### config.mk
export PLATFORM = sky130hd
export DESIGN_NAME = tri_bus_arbiter
export DESIGN_NICKNAME = d
export VERILOG_FILES = /design/src/rtl/tri_bus_arb_pkg.sv /design/src/rtl/tri_bus_arbiter_rr_pick.sv /design/src/rtl/tri_bus_arbiter.sv
export SDC_FILE = /design/constraint.sdc
export NUM_CORES = 1
export LEC_CHECK = 0
export ABC_AREA = 1
export ABC_CLOCK_PERIOD_IN_PS = 6550
export BUFFER_PORTS_ARGS = -buffer_cell sky130_fd_sc_hd__buf_2
export CAP_MARGIN = 40
export CORE_AREA = 3 3 68 70
export CTS_BUF_LIST = sky130_fd_sc_hd__clkbuf_2
export DETAILED_ROUTE_END_ITERATION = 7
export DIE_AREA = 0 0 71 73
export MAX_ROUTING_LAYER = met4
export PLACE_DENSITY = 0.89
export SETUP_SLACK_MARGIN = 0.5
export SKIP_CTS_REPAIR_TIMING = 1
export SLEW_MARGIN = 10
export SYNTH_ARGS = -nofsm -noshare
export SYNTH_HDL_FRONTEND = slang
export SYNTH_SLANG_ARGS = --single-unit
### constraint.sdc
create_clock -name clk -period 6.55 [get_ports clk]
set_clock_uncertainty 0.1 [all_clocks]
set_input_delay 0.9825 -clock clk [delete_from_list [all_inputs] [get_ports clk]]
set_output_delay 0.9825 -clock clk [all_outputs]
set_load 0.05 [all_outputs]
### src/rtl/tri_bus_arb_pkg.sv
// Shared types and constants for the round-robin tri-bus arbiter.
// Optional hold timeout is enabled by defining TRI_BUS_ARB_TIMEOUT_EN.
package tri_bus_arb_pkg;

  typedef enum logic [1:0] {
    IDLE       = 2'd0,
    GRANT      = 2'd1,
    TURNAROUND = 2'd2
  } arb_state_e;

  localparam int DATA_W_DEF  = 16;
  localparam int OWNER_W_MAX = 3;

  // Widest owner index (8 requesters).
  typedef logic [OWNER_W_MAX-1:0] owner_max_t;

  function automatic int owner_w(input int n);
    return (n > 2) ? $clog2(n) : 1;
  endfunction

endpackage

### src/rtl/tri_bus_arbiter_rr_pick.sv
// Combinational round-robin pick: first set request after the last owner,
// wrapping modulo N.
module rr_pick
  import tri_bus_arb_pkg::*;
#(
  parameter int N  = 4,
  parameter int OW = owner_w(N)
) (
  input  logic [N-1:0]  req,
  input  logic [OW-1:0] last,
  output logic [N-1:0]  pick_oh,
  output logic [OW-1:0] pick_idx,
  output logic          valid
);

  logic [OW-1:0] cand;

  always_comb begin
    pick_oh  = '0;
    pick_idx = '0;
    valid    = 1'b0;
    cand     = '0;
    for (int i = 1; i <= N; i++) begin
      cand = OW'((int'(last) + i) % N);
      if (!valid && req[cand]) begin
        valid         = 1'b1;
        pick_idx      = cand;
        pick_oh[cand] = 1'b1;
      end
    end
  end

endmodule

### src/rtl/tri_bus_arbiter.sv
// Round-robin sequencer for a shared tri-state bus with idle turnaround.
// Define TRI_BUS_ARB_TIMEOUT_EN to force release after MAX_HOLD grant cycles.
module tri_bus_arbiter
  import tri_bus_arb_pkg::*;
#(
  parameter int NUM_REQ  = 4,
  parameter int DATA_W   = DATA_W_DEF,
  parameter int TURN_CYC = 1,
  parameter int MAX_HOLD = 64,
  localparam int OW      = owner_w(NUM_REQ)
) (
  input  logic                      clk,
  input  logic                      rst_n,
  input  logic [NUM_REQ-1:0]        req_i,
  input  logic [NUM_REQ*DATA_W-1:0] data_i,
  output logic [NUM_REQ-1:0]        gnt_o,
  output logic [NUM_REQ-1:0]        oe_o,
  output logic [OW-1:0]             owner_o,
  output logic                      busy_o,
  output logic [DATA_W-1:0]         bus_q,
  output logic                      timeout_o
);

  if (NUM_REQ < 2 || NUM_REQ > 8 || TURN_CYC < 0 ||
      TURN_CYC > 7 || MAX_HOLD < 1) begin : g_bad_cfg
    $error("tri_bus_arbiter: parameter out of range");
  end

  localparam logic [2:0] TURN_LOAD =
    (TURN_CYC > 0) ? 3'(TURN_CYC - 1) : 3'd0;

  arb_state_e          state, state_d;
  logic [NUM_REQ-1:0]  gnt_d;
  logic [OW-1:0]       owner_d;
  logic [DATA_W-1:0]   bus_d;
  logic [2:0]          turn_cnt, turn_d;
  logic                rel;
  logic [NUM_REQ-1:0]  pick_oh;
  logic [OW-1:0]       pick_idx;
  logic                pick_valid;
  logic [DATA_W-1:0]   words [NUM_REQ];

  for (genvar k = 0; k < NUM_REQ; k++) begin : g_word
    assign words[k] = data_i[k*DATA_W +: DATA_W];
  end

  rr_pick #(
    .N  (NUM_REQ),
    .OW (OW)
  ) u_pick (
    .req      (req_i),
    .last     (owner_o),
    .pick_oh  (pick_oh),
    .pick_idx (pick_idx),
    .valid    (pick_valid)
  );

`ifdef TRI_BUS_ARB_TIMEOUT_EN
  localparam int HW = $clog2(MAX_HOLD + 1);
  localparam logic [HW-1:0] HOLD_LAST = HW'(MAX_HOLD - 1);
  logic [HW-1:0] hold_cnt, hold_d;
  logic          timeout_d;
`endif

  always_comb begin
    state_d = state;
    gnt_d   = gnt_o;
    owner_d = owner_o;
    bus_d   = bus_q;
    turn_d  = turn_cnt;
    rel     = 1'b0;
`ifdef TRI_BUS_ARB_TIMEOUT_EN
    hold_d    = hold_cnt;
    timeout_d = 1'b0;
`endif
    unique case (state)
      IDLE: begin
        bus_d = '0;
`ifdef TRI_BUS_ARB_TIMEOUT_EN
        hold_d = '0;
`endif
        if (pick_valid) begin
          state_d = GRANT;
          gnt_d   = pick_oh;
          owner_d = pick_idx;
        end
      end
      GRANT: begin
        rel = !req_i[owner_o];
`ifdef TRI_BUS_ARB_TIMEOUT_EN
        hold_d = hold_cnt + 1'b1;
        if (hold_cnt == HOLD_LAST) begin
          rel       = 1'b1;
          timeout_d = req_i[owner_o];
        end
`endif
        if (rel) begin
          gnt_d   = '0;
          bus_d   = '0;
          turn_d  = TURN_LOAD;
          state_d = (TURN_CYC > 0) ? TURNAROUND : IDLE;
`ifdef TRI_BUS_ARB_TIMEOUT_EN
          hold_d = '0;
`endif
        end else begin
          bus_d = words[owner_o];
        end
      end
      TURNAROUND: begin
        gnt_d = '0;
        bus_d = '0;
        if (turn_cnt == 3'd0) state_d = IDLE;
        else turn_d = turn_cnt - 3'd1;
      end
      default: begin
        state_d = IDLE;
        gnt_d   = '0;
        bus_d   = '0;
      end
    endcase
  end

  always_ff @(posedge clk or negedge rst_n) begin
    if (!rst_n) begin
      state    <= IDLE;
      gnt_o    <= '0;
      owner_o  <= OW'(NUM_REQ - 1);
      bus_q    <= '0;
      turn_cnt <= '0;
    end else begin
      state    <= state_d;
      gnt_o    <= gnt_d;
      owner_o  <= owner_d;
      bus_q    <= bus_d;
      turn_cnt <= turn_d;
    end
  end

`ifdef TRI_BUS_ARB_TIMEOUT_EN
  always_ff @(posedge clk or negedge rst_n) begin
    if (!rst_n) begin
      hold_cnt  <= '0;
      timeout_o <= 1'b0;
    end else begin
      hold_cnt  <= hold_d;
      timeout_o <= timeout_d;
    end
  end
`else
  assign timeout_o = 1'b0;
`endif

  assign oe_o   = gnt_o;
  assign busy_o = (state == GRANT) || (state == TURNAROUND);

endmodule

* Word level (Yosys, flattened, before mapping)
Cells that the tools add are included.
** Storage, ports and cells
- Bits in latches :: 0
- Word-level logic and storage cells :: 93
- Bits of input ports :: 70
- Memories kept :: 0
- Bits in read-only memories :: 0
- Output and inout bits :: 28
- Register bits :: 27
- Memory bits (writable) :: 0
** Cells by class
- Multiply operators :: 0
- Reductions and logical operators :: 18
- Muxes and demuxes :: 45
- Add/sub/neg operators :: 5
- Eq/ne operators :: 6
- Bitwise gates (word level) :: 4
- Order comparisons :: 10
- Shifts and indexed selects :: 0
- Divide/modulo/power cells :: 0
** Operators by type and width (count)
- 16-bit 2-to-1 mux :: 4
- 16-bit binary-select mux with 2-bit select :: 1
- 4-bit 2-to-1 mux :: 6
- 2-bit by 3-bit less-than comparator with 1-bit output, second input constant :: 5
- 2-bit 2-to-1 mux :: 7
- 1-bit 2-to-1 mux :: 13
- 4-bit bitwise OR :: 3
- 1-bit binary-select mux with 2-bit select :: 5
- 1-bit demux with 2-bit select :: 4
- 2-bit by 1-bit >= comparator with 1-bit output, second input constant :: 4
- 2-bit inequality test, second input constant :: 4
- 4-bit one-hot mux with 2 select lines :: 1
- 1-bit logical AND :: 7
- 3-bit 2-to-1 mux :: 2
- 2-bit one-hot mux with 3 select lines :: 1
- 3-bit one-hot mux with 2 select lines :: 1
- 3-bit AND reduction :: 2
- 2-bit by 1-bit adder with 2-bit output, second input constant :: 2
- 2-bit adder, second input constant :: 2
- 2-bit AND reduction :: 2
- 3-bit >= comparator, second input constant :: 1
- 1-bit logical NOT :: 3
- 3-bit logical NOT :: 1
- 2-bit inverter with 3-bit output :: 1
- other kinds (6) :: 6

* Depth between registers and ports, before layout
- Depth in word-level cells :: 15
- Gate-level depth with buffers :: 14
- Gate-level depth less buffers :: 11

* By module
From an unflattened synthesis, not the netlist that was laid out.
** Second synthesis, totals
- Cells, all modules :: 306
- Area total of the unflattened synthesis :: 2257.2 um^2
** Modules (own cells, without submodules)
- tri_bus_arbiter :: cells an instance 225, sequential area each 678.2 um^2, area an instance 1721.7 um^2, instances 1
- rr_pick :: cells an instance 81, sequential area each 0.0 um^2, area an instance 535.5 um^2, instances 1

* Worst setup path after synthesis
No wires, ideal clock.
- Kind :: register to register
- Start :: register owner_o[1]
- End :: register owner_o[1]
- Cell stages (with the launch flop) :: 15
- Path buffers :: 3
- Slack :: 3988 ps
- Setup time :: 80 ps
- Data arrival time :: 2382 ps
- Cells stage by stage :: dfstp_2 > inv_1 > clkbuf_1 > buf_2 > ha_1 > inv_1 > nand2_2 > nand2_4 > nor2_4 > buf_6 > nand2_4 > nand2_2 > inv_2 > nand2_2 > o21ai_2
** On the way
- Cells in the longest elaborated chain, start to end :: 14
- Elaborated cells between the ends (all ways) :: 27
** RTL lines
- start: declaration :: RTL line tri_bus_arbiter.sv:18 : output logic [OW-1:0] owner_o,
- start signal: assignment :: RTL line tri_bus_arbiter.sv:127 : owner_o <= OW'(NUM_REQ - 1);
- start signal: assignment :: RTL line tri_bus_arbiter.sv:133 : owner_o <= owner_d;
- 2-bit by 1-bit adder with 2-bit output :: RTL line tri_bus_arbiter_rr_pick.sv:24 : cand = OW'((int'(last) + i) % N);
- 1-bit binary-select mux with 2-bit select :: RTL line tri_bus_arbiter_rr_pick.sv:25 : if (!valid && req[cand]) begin
- 1-bit 2-to-1 mux (implied by the code) :: RTL line tri_bus_arbiter_rr_pick.sv:25
- 1-bit 2-to-1 mux :: RTL line tri_bus_arbiter_rr_pick.sv:25
- 1-bit logical NOT :: RTL line tri_bus_arbiter_rr_pick.sv:25
- 1-bit logical AND :: RTL line tri_bus_arbiter_rr_pick.sv:25
- 1-bit 2-to-1 mux :: RTL line tri_bus_arbiter_rr_pick.sv:25
- 1-bit logical NOT :: RTL line tri_bus_arbiter_rr_pick.sv:25
- 1-bit logical AND :: RTL line tri_bus_arbiter_rr_pick.sv:25
- 1-bit 2-to-1 mux :: RTL line tri_bus_arbiter_rr_pick.sv:25
- 1-bit logical NOT :: RTL line tri_bus_arbiter_rr_pick.sv:25
- 1-bit logical AND :: RTL line tri_bus_arbiter_rr_pick.sv:25
- 1-bit 2-to-1 mux :: RTL line tri_bus_arbiter_rr_pick.sv:25
- 2-bit AND reduction (no source line)
Several ways; a longest one is shown, not always the timed one. The select of a mux whose other input is x is not followed.
A chain may end at the register's enable or synchronous reset.

* Worst setup path in the final report
- Start :: register owner_o[0]
- End :: register gnt_o[1]
** On the way
- Cells in the longest elaborated chain, start to end :: 15
- Elaborated cells between the ends (all ways) :: 56
** RTL lines
- branches (longest 15 deep; another with 2-bit by 3-bit less-than comparator with 1-bit output)
- end signal: assignment :: RTL line tri_bus_arbiter.sv:132 : gnt_o <= gnt_d;
- end: declaration :: RTL line tri_bus_arbiter.sv:16 : output logic [NUM_REQ-1:0] gnt_o,
Several ways; the timed one is not identified. The select of a mux whose other input is x is not followed.

==> impl_metrics.toml <==
[placed_design]
gp_congestion = 0.8988
hpwlAfterDp_mm = 3.944
io_buffers = 96

[floorplan]
start_util_pct = 52.05
ios = 98
dieArea_mm2 = 0.005183
fp.dieW_um = 71
die_h_um = 73
rows = 23
core_mm2 = 0.004029

[timing]
rsz0062_at_grt = "false"
fin_setup_tns_ns = 0
setup_viol = 0
timing.final.crit_share_pct = 50.79
clock.fmax_mhz = 300.6
hold_viol_final = 0
period_minus_slack_ns = 3.327
slew_headroom_pct = 46.18
slew_violations = 0
worst_pin_slew_ns = 0.8064

[global_route]
grt_use_total_pct = 19.98
grt_pass1_wl_mm = 8.176
overflow = 0
grt_pass1_vias = 1945
antenna_found_initial = 0
grt_max_degree = 44

[yosys]
synthCells = 285
avgSynthCellArea_um2 = 7.358
synthFlopType = "dfrtp_1"
synth_top_family_by_area = "simple AND/OR/NAND/NOR gates"
synthAdderAreaFrac_pct = 7.757
synth_compound_area_share_pct = 15.87
ys_ff_latch = 27
muxShareOfSynthArea_pct = 0
seq_area_frac_synth_pct = 32.34
synth_top_area_share_pct = 29.83
synthSimpleGateAreaFrac_pct = 34.61
synthesis.area_mm2 = 0.002097
yosysTopAreaCell = "dfrtp_1"
ys_types = 32
synth_area_leaders = "dfrtp_1 30%, nor2_1 11%, o21ai_0 7.9%, ha_1 7.8%, nand2_1 5.7%"
synth_edf_count = 0
syn_nets = 368
async_flop_share_pct = 100.0
yosys_warnings = 0
synthXorXnorAreaFrac_pct = 0

[drt]
drtIter0Drc = 113
dr.pass1.iters = 4
ant_nets = 0
drc = 0
post_drt_wl_per_cell_um = 12.65
viasPerCell = 5.186
wl_mm = 5.251
vias = 2152

[worst_setup_path]
startpoint_type = "flip-flop"
critPathKind = "flip-flop to flip-flop"
worstPathRequired_ns = 6.76
arrival_ns = 3.54
critPathCaptureType = "flip-flop"
worstPathMaxFanout = 43

[power]
p_per_area_mw_per_mm2 = 497.8
vdd_drop_max_mv = 0.2609
p_leak_nw = 1.410
p_total_mw = 1.260

[clock_network]
cts.sinks = 27
clock_latency_ns = 0.37
clk_pin_slew_ns = 0.28
cts_made_buffers = 3
cts_max_level = 1
cts_buffer_depth = 2
cts-root-buf = "clkbuf_2"
cts_tree = "done"

[layout]
drive_gt1_share_pct = 36.99
area_delta_synth_final_pct = 20.70
fin_nets = 449
num_antenna_cells = 0

[min_path]
hold_class = "flip-flop to flip-flop"

[run_status]
outcome = "finished clean"

[flow_run]
max-cap-violations = 0
-- synth_stat cells, types with 2 or more instances --
| library cell | count |
|---|---|
| a21boi_0 | 4 |
| a21oi_1 | 20 |
| buf_2 | 6 |
| buf_4 | 5 |
| buf_6 | 4 |
| clkbuf_1 | 4 |
| dfrtp_1 | 25 |
| dfstp_2 | 2 |
| ha_1 | 13 |
| inv_1 | 10 |
| inv_2 | 5 |
| nand2_1 | 32 |
| nand2_2 | 9 |
| nand2_4 | 8 |
| nand3_1 | 16 |
| nand3_2 | 3 |
| nand4_1 | 7 |
| nor2_1 | 64 |
| o21ai_0 | 33 |
| o21ai_1 | 3 |
-- final cells by class --
class	instances	area, um^2
clock buffers	3	15.01
fillers	371	1498
inverters	16	62.56
clock inverters	1	7.507
flip-flops and latches	27	678.2
repair buffers	96	480.5
well taps	50	62.56
multi-input cells	222	1225
-- layout by cell type, fill, tap and decap left out, types with 2 or more instances in the layout --
| cell type | n |
|---|---|
| buf_2 | 96 |
| nor2_1 | 64 |
| o21ai_0 | 33 |
| nand2_1 | 32 |
| dfrtp_1 | 25 |
| a21oi_1 | 20 |
| nand3_1 | 16 |
| ha_1 | 13 |
| inv_1 | 10 |
| nand2_2 | 9 |
| nand2_4 | 8 |
| nand4_1 | 7 |
| inv_2 | 5 |
| a21boi_0 | 4 |
| nand3_2 | 3 |
| o21ai_1 | 3 |
| clkbuf_2 | 3 |
| dfstp_2 | 2 |
-- power breakdown --
group | leakage [nW] | internal (mW) | switching (mW) | total [mW]
logic | 1.04 | 0.265 | 0.627 | 0.892
clock network | 0.0126 | 0.0141 | 0.0549 | 0.0690
registers | 0.360 | 0.225 | 0.0737 | 0.299
total | 1.41 | 0.504 | 0.756 | 1.26
-- registers in the layout, indices dropped and copies added (netlist names) --
signal / count
state: 2
gnt_o: 4
turn_cnt: 3
owner_o: 2
bus_q: 16
-- per-stage QoR --
stage	setup WS [ns]	hold slack (ns)	area [um^2]	std cells	util [%]
after global placement	3.382	0.3633	2509	411	62.27
after CTS	3.255	0.4075	2531	415	62.83
final	3.223	0.4017	2531	415	62.83
after detailed placement	3.294	0.3777	2509	411	62.27
after global routing	2.996	0.4429	2531	415	62.83
after floorplan	3.988	0.3444	2097	285	-
-- layer usage --
metal	wire length, um	track usage (%)	share of wire, %
met1	2144	23.77	41
met2	2713	35.43	52
met3	312	2.617	5.9
met4	80	5.846	1.5
met5	0	-	0
-- critical path, cell delays in order, from the launching register on --
cell,delay [ns]
dfstp_2,1.11
inv_2,0.49
ha_1,0.51
inv_1,0.11
nand2_2,0.13
nand2_4,0.08
nor2_4,0.28
nand3_1,0.15
nand3_1,0.11
inv_2,0.06
nand2_1,0.07
nand2_1,0.05
-- logic make-up (layout without fill, tap and decap cells) --
family	Yosys count	in the layout
and+or+nand+nor	145	145
adders and majority gates	13	13
buffers and inverters	36	116
other	1	1
DFF	27	27
AOI/OAI and AO/OA	63	63
-- path summary, 6_finish.rpt --
kind	from	end	slack (ns)	depth (start not counted)
max reg2reg	owner_o[0]	gnt_o[1]	3.22	11
min in group asynchronous	rst_n	gnt_o[3]	0.45	1
min	turn_cnt[0]	turn_cnt[0]	0.40	1
max	owner_o[0]	gnt_o[1]	3.22	11
min reg2reg	turn_cnt[0]	turn_cnt[0]	0.40	1
max in group asynchronous	rst_n	owner_o[1]	5.51	1
(Power assumes the default switching activity.)
